### config.mk
export PLATFORM = sky130hd
export DESIGN_NAME = ex_stage
export DESIGN_NICKNAME = d
export VERILOG_FILES = /design/src/rtl/ex_pkg.sv /design/src/rtl/ex_mul_seq.sv /design/src/rtl/ex_stage.sv
export SDC_FILE = /design/constraint.sdc
export NUM_CORES = 1
export LEC_CHECK = 0
export ABC_CLOCK_PERIOD_IN_PS = 800
export CAP_MARGIN = 0
export CORE_ASPECT_RATIO = 2
export CORE_UTILIZATION = 33
export CTS_CLUSTER_DIAMETER = 150
export CTS_CLUSTER_SIZE = 30
export DETAILED_ROUTE_END_ITERATION = 16
export PLACE_DENSITY = 0.57
export SLEW_MARGIN = 20
export SYNTH_ARGS = -nofsm -noshare
export SYNTH_HDL_FRONTEND = slang
export SYNTH_SLANG_ARGS = --single-unit
### constraint.sdc
create_clock -name clk -period 0.8 [get_ports clk]
set_clock_uncertainty 0.2 [all_clocks]
set_input_delay 0.16 -clock clk [delete_from_list [all_inputs] [get_ports clk]]
set_output_delay 0.16 -clock clk [all_outputs]
set_load 0.02 [all_outputs]
### src/rtl/ex_pkg.sv
// Shared constants for the execute stage: op codes, ctrl field positions and multiplier sizing.
package ex_pkg;

    localparam logic [3:0] OP_ADD = 4'd0;
    localparam logic [3:0] OP_SUB = 4'd1;
    localparam logic [3:0] OP_AND = 4'd2;
    localparam logic [3:0] OP_OR  = 4'd3;
    localparam logic [3:0] OP_XOR = 4'd4;
    localparam logic [3:0] OP_SLL = 4'd5;
    localparam logic [3:0] OP_SRL = 4'd6;
    localparam logic [3:0] OP_SRA = 4'd7;
    localparam logic [3:0] OP_SLT = 4'd8;
    localparam logic [3:0] OP_MUL = 4'd9;

    localparam int unsigned CTRL_OP_LSB  = 0;
    localparam int unsigned CTRL_OP_MSB  = 3;
    localparam int unsigned CTRL_IMM_SEL = 4;
    localparam int unsigned CTRL_VALID   = 15;

    localparam int unsigned MUL_ITERS = 64;
    localparam int unsigned MUL_CNT_W = $clog2(MUL_ITERS);

    typedef enum logic {
        ST_IDLE = 1'b0,
        ST_MUL  = 1'b1
    } ex_state_e;

    function automatic logic [63:0] sext_imm(input logic [15:0] imm);
        return {{48{imm[15]}}, imm};
    endfunction

endpackage

### src/rtl/ex_mul_seq.sv
// Iterative shift-add multiplier: one partial product per cycle, low 64 bits of A*B.
module ex_mul_seq
    import ex_pkg::*;
(
    input  logic        clk,
    input  logic        rst_n,
    input  logic        start_i,
    input  logic [63:0] a_i,
    input  logic [63:0] b_i,
    output logic        done_o,
    output logic [63:0] product_o
);

    logic                 busy_q, busy_d;
    logic [MUL_CNT_W-1:0] cnt_q, cnt_d;
    logic [63:0]          mcand_q, mcand_d;
    logic [63:0]          mplier_q, mplier_d;
    logic [63:0]          acc_q, acc_d;
    logic [63:0]          step_acc;

    // The final iteration is folded into product_o so the result is ready on the completion edge.
    assign step_acc  = acc_q + (mplier_q[0] ? mcand_q : '0);
    assign done_o    = busy_q && (cnt_q == MUL_CNT_W'(MUL_ITERS - 1));
    assign product_o = step_acc;

    always_comb begin
        busy_d   = busy_q;
        cnt_d    = cnt_q;
        mcand_d  = mcand_q;
        mplier_d = mplier_q;
        acc_d    = acc_q;
        if (busy_q) begin
            acc_d    = step_acc;
            mcand_d  = {mcand_q[62:0], 1'b0};
            mplier_d = {1'b0, mplier_q[63:1]};
            cnt_d    = cnt_q + 1'b1;
            if (done_o) begin
                busy_d = 1'b0;
            end
        end else if (start_i) begin
            busy_d   = 1'b1;
            cnt_d    = '0;
            mcand_d  = a_i;
            mplier_d = b_i;
            acc_d    = '0;
        end
    end

    always_ff @(posedge clk or negedge rst_n) begin
        if (!rst_n) begin
            busy_q   <= 1'b0;
            cnt_q    <= '0;
            mcand_q  <= '0;
            mplier_q <= '0;
            acc_q    <= '0;
        end else begin
            busy_q   <= busy_d;
            cnt_q    <= cnt_d;
            mcand_q  <= mcand_d;
            mplier_q <= mplier_d;
            acc_q    <= acc_d;
        end
    end

endmodule

### src/rtl/ex_stage.sv
// Execute stage: single-cycle ALU into the EX/MEM register, plus an optional
// 65-cycle iterative multiplier enabled by defining EX_MUL_EN.
module ex_stage
    import ex_pkg::*;
(
    input  logic        clk,
    input  logic        rst,
    input  logic [63:0] EX_dA,
    input  logic [63:0] EX_dB,
    input  logic [15:0] EX_IMM,
    input  logic [4:0]  EX_rD,
    input  logic [15:0] EX_EX_ctrl,
    input  logic [4:0]  EX_WB_ctrl,
    output logic [63:0] MEM_result,
    output logic [63:0] MEM_dB,
    output logic [4:0]  MEM_rD,
    output logic [4:0]  MEM_WB_ctrl,
    output logic        ex_busy
);

    logic [3:0]  op;
    logic        imm_sel;
    logic        valid;
    logic        ctrl_unused;
    logic [63:0] operand_b;
    logic [5:0]  shamt;
    logic [63:0] alu_result;

    logic [63:0] result_q, result_d;
    logic [63:0] db_q, db_d;
    logic [4:0]  rd_q, rd_d;
    logic [4:0]  wb_q, wb_d;

    assign op          = EX_EX_ctrl[CTRL_OP_MSB:CTRL_OP_LSB];
    assign imm_sel     = EX_EX_ctrl[CTRL_IMM_SEL];
    assign valid       = EX_EX_ctrl[CTRL_VALID];
    assign ctrl_unused = ^EX_EX_ctrl[CTRL_VALID-1:CTRL_IMM_SEL+1];

    assign operand_b = imm_sel ? sext_imm(EX_IMM) : EX_dB;
    assign shamt     = operand_b[5:0];

    // MUL and codes 10-15 fall through to zero; MUL is produced by ex_mul_seq when enabled.
    always_comb begin
        alu_result = '0;
        case (op)
            OP_ADD:  alu_result = EX_dA + operand_b;
            OP_SUB:  alu_result = EX_dA - operand_b;
            OP_AND:  alu_result = EX_dA & operand_b;
            OP_OR:   alu_result = EX_dA | operand_b;
            OP_XOR:  alu_result = EX_dA ^ operand_b;
            OP_SLL:  alu_result = EX_dA << shamt;
            OP_SRL:  alu_result = EX_dA >> shamt;
            OP_SRA:  alu_result = $signed(EX_dA) >>> shamt;
            OP_SLT:  alu_result = {63'd0, $signed(EX_dA) < $signed(operand_b)};
            default: alu_result = '0;
        endcase
    end

`ifdef EX_MUL_EN
    ex_state_e   state_q, state_d;
    logic        mul_start;
    logic        mul_done;
    logic [63:0] mul_product;
    logic [63:0] lat_db_q, lat_db_d;
    logic [4:0]  lat_rd_q, lat_rd_d;
    logic [4:0]  lat_wb_q, lat_wb_d;

    assign mul_start = (state_q == ST_IDLE) && valid && (op == OP_MUL);

    ex_mul_seq u_mul (
        .clk       (clk),
        .rst_n     (rst),
        .start_i   (mul_start),
        .a_i       (EX_dA),
        .b_i       (operand_b),
        .done_o    (mul_done),
        .product_o (mul_product)
    );

    always_ff @(posedge clk or negedge rst) begin
        if (!rst) begin
            state_q  <= ST_IDLE;
            lat_db_q <= '0;
            lat_rd_q <= '0;
            lat_wb_q <= '0;
        end else begin
            state_q  <= state_d;
            lat_db_q <= lat_db_d;
            lat_rd_q <= lat_rd_d;
            lat_wb_q <= lat_wb_d;
        end
    end

    always_comb begin
        state_d = state_q;
        case (state_q)
            ST_IDLE: if (mul_start) state_d = ST_MUL;
            ST_MUL:  if (mul_done)  state_d = ST_IDLE;
            default: state_d = ST_IDLE;
        endcase
    end

    // Every non-completion edge while busy writes a bubble into EX/MEM.
    always_comb begin
        ex_busy  = rst && (mul_start || (state_q == ST_MUL));
        lat_db_d = mul_start ? EX_dB      : lat_db_q;
        lat_rd_d = mul_start ? EX_rD      : lat_rd_q;
        lat_wb_d = mul_start ? EX_WB_ctrl : lat_wb_q;
        result_d = '0;
        db_d     = '0;
        rd_d     = '0;
        wb_d     = '0;
        if (state_q == ST_IDLE && valid && !mul_start) begin
            result_d = alu_result;
            db_d     = EX_dB;
            rd_d     = EX_rD;
            wb_d     = EX_WB_ctrl;
        end else if (state_q == ST_MUL && mul_done) begin
            result_d = mul_product;
            db_d     = lat_db_q;
            rd_d     = lat_rd_q;
            wb_d     = lat_wb_q;
        end
    end
`else
    always_comb begin
        ex_busy  = 1'b0;
        result_d = '0;
        db_d     = '0;
        rd_d     = '0;
        wb_d     = '0;
        if (valid) begin
            result_d = alu_result;
            db_d     = EX_dB;
            rd_d     = EX_rD;
            wb_d     = EX_WB_ctrl;
        end
    end
`endif

    always_ff @(posedge clk or negedge rst) begin
        if (!rst) begin
            result_q <= '0;
            db_q     <= '0;
            rd_q     <= '0;
            wb_q     <= '0;
        end else begin
            result_q <= result_d;
            db_q     <= db_d;
            rd_q     <= rd_d;
            wb_q     <= wb_d;
        end
    end

    assign MEM_result  = result_q;
    assign MEM_dB      = db_q;
    assign MEM_rD      = rd_q;
    assign MEM_WB_ctrl = wb_q;

endmodule

==> flow_summary.yaml, run 1 <==
clocking:
  numCtsBuffers: 17
  cts_htree_levels: 4
  cts.sink_count: 138
  clock_path_buffers: 2
  clockRootBuffer: "clkbuf_16"
logic_synthesis:
  seq_area_frac_synth_pct: 13.8
  avgSynthCellArea_um2: 7.09
  synth.most_common_cell: "a21oi_1"
  yosys-top-cells-count: "a21oi_1, nand2_1, nor2_1"
  synth-async-reset-ratio_pct: 100
  synth.cell_area_um2: 24900
  netlist.area_leader.share_pct: 13.8
  synth_ff_type: "dfrtp_1"
  syn_inst: 3517
  ys_ff_latch: 138
  yosysTopAreaCell: "dfrtp_1"
  ys_top_cells_by_area: "dfrtp_1, ha_1, mux2i_1"
  syn-num-nets: 3884
  synth.distinct_cells: 100
  yosysWarnings: 0
  synth-edff-count: 0
grt:
  grt_usage_pct: 62.4
  grt_max_degree: 125
  grt_pass1_vias: 42200
  grt_pass1_wl_um: 341000
  overflow: 102
placement:
  port_buffers: 299
  dp_hpwl_um: 166000
  gp_congestion: 1.15
floorplanning:
  die_w_um: 196
  initial_utilization_pct: 33.4
  die_y_um: 391
  ios: 311
  rows: 142
run_status:
  stop_stage: "global routing"
  error: "[ERROR GRT-0116] Global routing finished with congestion. Check the congestion regions in the DRC Viewer."
  status: "aborted with a tool error"
-- per-stage QoR --
step                      hold WS, ns  worst slack (ns)  utilization (%)  area [um^2]  std cells
after CTS                      -0.142             -2.90             59.7        44600       6114
after detailed placement       -0.195             -4.54             52.8        39500       5954
after global placement         -0.197             -4.55             52.8        39500       5954
after floorplan                -0.336             -3.26                -        25500       3517
-- cell families after synthesis --
logic type | after synthesis | share of synthesized area [%]
fa+ha+maj | 195 | 9.84
buf+inv | 485 | 7.95
xor+xnor | 36 | 1.26
mux | 282 | 14.4
compound gates | 1235 | 31.6
flops | 138 | 13.8
other cells | 1 | 0.0150
simple gates | 1145 | 21.1
-- what timing repair did --
item,in CTS
gates cloned,18
pin swaps,192
endpoints found under the setup margin,205
buffers inserted,128
resized for setup,1389
hold buffers,1
endpoints found under the hold margin,148
-- per-layer routing --
metal | GRT usage [%] | GRT overflow
met3 | 31.6 | 1
met1 | 58.3 | 1
met4 | 75.8 | 45
met5 | 0.780 | 0
met2 | 90.3 | 55
==> run 2: changes to the inputs <==
Settings changed: CORE_ASPECT_RATIO 2 to default, CORE_UTILIZATION 33 to 20, CTS_CLUSTER_DIAMETER 150 to default, CTS_CLUSTER_SIZE 30 to default, PLACE_DENSITY 0.57 to default, PLACE_DENSITY_LB_ADDON from default to 0.15.
==> run 2 against run 1 <==
The flow now finishes, with violations (negative hold slack, negative setup slack); synthesized cell count unchanged; synthesized area unchanged.
==> flow_summary.yaml, run 2 <==
placement:
  port_buffers: 299
  gp_congestion: 1.02
  dp.cells: 6574
  dp_hpwl_um: 152000
sta:
  timing.final.hold_violations: 151
  setup_viol: 227
  setup_slack_ns: -2.88
  period_needed_ns: 3.68
  whs_ns: -0.448
  tightest_slew_ns: 0.848
  max_slew_margin_pct: 43.5
  rsz0062_at_grt: "yes"
  drv_slew: 0
  finalCritPeriodShare_pct: 460
  fmax_ghz: 0.271
  fin_setup_tns_ns: -248.27
logic_synthesis:
  synth.most_common_cell: "a21oi_1"
  synth.distinct_cells: 100
  ys_ff_latch: 138
  synth_ff_type: "dfrtp_1"
  synth-async-reset-ratio_pct: 100
  seq_area_frac_synth_pct: 13.8
  syn-num-nets: 3884
  synth.cell_area_um2: 24900
  avgSynthCellArea_um2: 7.09
  ys_top_cells_by_area: "dfrtp_1, ha_1, mux2i_1"
  yosysWarnings: 0
  netlist.area_leader.share_pct: 13.8
  yosysTopAreaCell: "dfrtp_1"
  syn_inst: 3517
  yosys-top-cells-count: "a21oi_1, nand2_1, nor2_1"
  synth-edff-count: 0
grt:
  grt_max_degree: 120
  grt_pass1_vias: 35100
  grt_pass1_wl_um: 265000
  overflow: 0
  antenna_found_initial: 9
  grt_usage_pct: 29.4
floorplanning:
  rows: 129
  floorplan.die_area_um2: 126000
  initial_utilization_pct: 20.2
  placeableCoreArea_um2: 124000
  die_w_um: 355
  ios: 311
  die_y_um: 355
layout:
  layout_commonest_cell: "buf_4"
  multi_input_area_um2: 23400
  finalNonFillerCells: 6765
  syn_to_final_growth_pct: 87.6
  final_core_util_pct: 37.9
  layout-drive-gt1-share_pct: 46.8
  mostFrequentLayoutCells: "buf_4, nand2_1, nor2_1"
  fillers: 13100
  seqCellArea_um2: 3460
  finalNetCount: 5477
pwr:
  powerDensity_nw_per_um2: 1240
  leakage_nw: 20.9
  power.internal_mw: 31.3
  swShare_pct: 46.2
  power.switching_mw: 26.9
  pwr-share-clk_pct: 14.5
  ir_drop_v: 0.00193
  p_comb_share_pct: 72.5
  pwr-share-seq_pct: 13.1
clocking:
  ctsHoldBuffers: 4
  clock_path_buffers: 2
  cts_htree_levels: 4
  tritoncts: "done"
  cts.sink_count: 138
  clockRootBuffer: "clkbuf_16"
  clk_pin_slew_ns: 0.07
  numCtsBuffers: 17
setup_path:
  cp.arrival_ns: 3.89
  startpoint_type: "input pin"
  required_ns: 1.01
  crit_type: "in -> reg"
  worst_setup_path_end_kind: "flip-flop"
  critPathMaxFanout: 6
drt:
  wl_per_cell_um: 28.2
  via_per_inst: 5.23
  drtPass1Iterations: 7
  dr_total_vias: 35400
  drc: 0
  drt_wl_total_um: 191000
  ant_nets: 0
  drtIter0Drc: 3641
run_status:
  violations: "negative hold slack, negative setup slack"
  status: "finished with violations"
min_path:
  hold_path.class: "in -> async"
job:
  drv_cap: 0
run 2: per-layer routing:
| metal | vias to the layer above | global-route usage, % | wire, um |
|---|---|---|---|
| li1 | 16100 | - | - |
| met1 | 17300 | 37.2 | 78400 |
| met2 | 1629 | 46.4 | 84900 |
| met3 | 318 | 3.36 | 11600 |
| met4 | 6 | 21.0 | 15600 |
| met5 | - | 0 | 38 |
run 2: cell families (layout without fill, tap and decap cells):
kind of cell               count (synthesis)  in the layout  synth area share (%)
buffers and inverters                    485           2091                  7.95
and+or+nand+nor                         1145           1145                  21.1
DFF                                      138            138                  13.8
AOI/OAI and AO/OA                       1235           1235                  31.6
other                                      1              6                0.0150
adders and majority gates                195            195                  9.84
xor gates and xnor gates                  36             36                  1.26
muxes                                    282            282                  14.4
run 2: path summary, 6_finish.rpt:
check / startpoint / to / slack, ns / cells past startpoint
hold / removal: rst / MEM_dB[15]$_DFF_PN0_ / -0.45 / 4
setup / recovery: EX_EX_ctrl[4] / MEM_result[53]$_DFF_PN0_ / -2.88 / 22
max in group asynchronous: rst / MEM_dB[40]$_DFF_PN0_ / 0.11 / 5
min in group clk: EX_dB[1] / MEM_dB[1]$_DFF_PN0_ / -0.14 / 2
run 2: layout make-up:
type                            count  area share (%)
Sequential cell                   138            7.39
Clock buffer                       18           0.938
Multi-Input combinational cell   2894            50.0
Tap cell                         1637            4.38
Antenna cell                        5          0.0267
Clock inverter                     14           0.286
Inverter                          200            1.69
Timing Repair Buffer             1859            35.3
run 2: metrics by stage:
stage	setup slack, ns	total power, mW	cell area (um^2)
floorplan	-3.26	22.6	25500
global placement	-4.38	42.6	40100
detailed placement	-4.44	42.4	40100
CTS	-2.81	56.6	45500
global route	-2.95	60.8	46800
finish	-2.88	58.2	46800
run 2: critical path: stages:
cell and delay (ns):
buf_12 0.10, buf_12 0.13, and2_4 0.21, buf_12 0.16, buf_4 0.16, a21oi_4 0.17
inv_1 0.06, ha_1 0.21, buf_4 0.18, a21oi_2 0.15, o21ai_0 0.13, a21oi_1 0.19
o211a_1 0.16, o31a_1 0.28, o41a_1 0.37, o31ai_2 0.09, buf_4 0.17, a21oi_4 0.16
buf_4 0.12, nor2_1 0.04, a2bb2oi_2 0.16, o41a_1 0.30
run 2: power groups by stage:
| stage | sequential [mW] | combinational (mW) | clock (mW) |
|---|---|---|---|
| finish | 7.61 | 42.2 | 8.43 |
| global route | 7.64 | 44.1 | 9.07 |
| CTS | 7.61 | 40.0 | 8.98 |
| detailed placement | 7.65 | 34.7 | 0 |
| global placement | 7.65 | 34.9 | 0 |
| floorplan | 8.14 | 14.4 | 0 |
run 2: what timing repair did:
action,4_1_cts,5_1_grt
pin swaps,209,153
endpoints found under the setup margin,243,238
setup buffers,113,51
endpoints found under the hold margin,183,160
gates cloned,18,2
gates resized for setup,1501,229
Note: power is estimated with default switching activity, not from simulation.
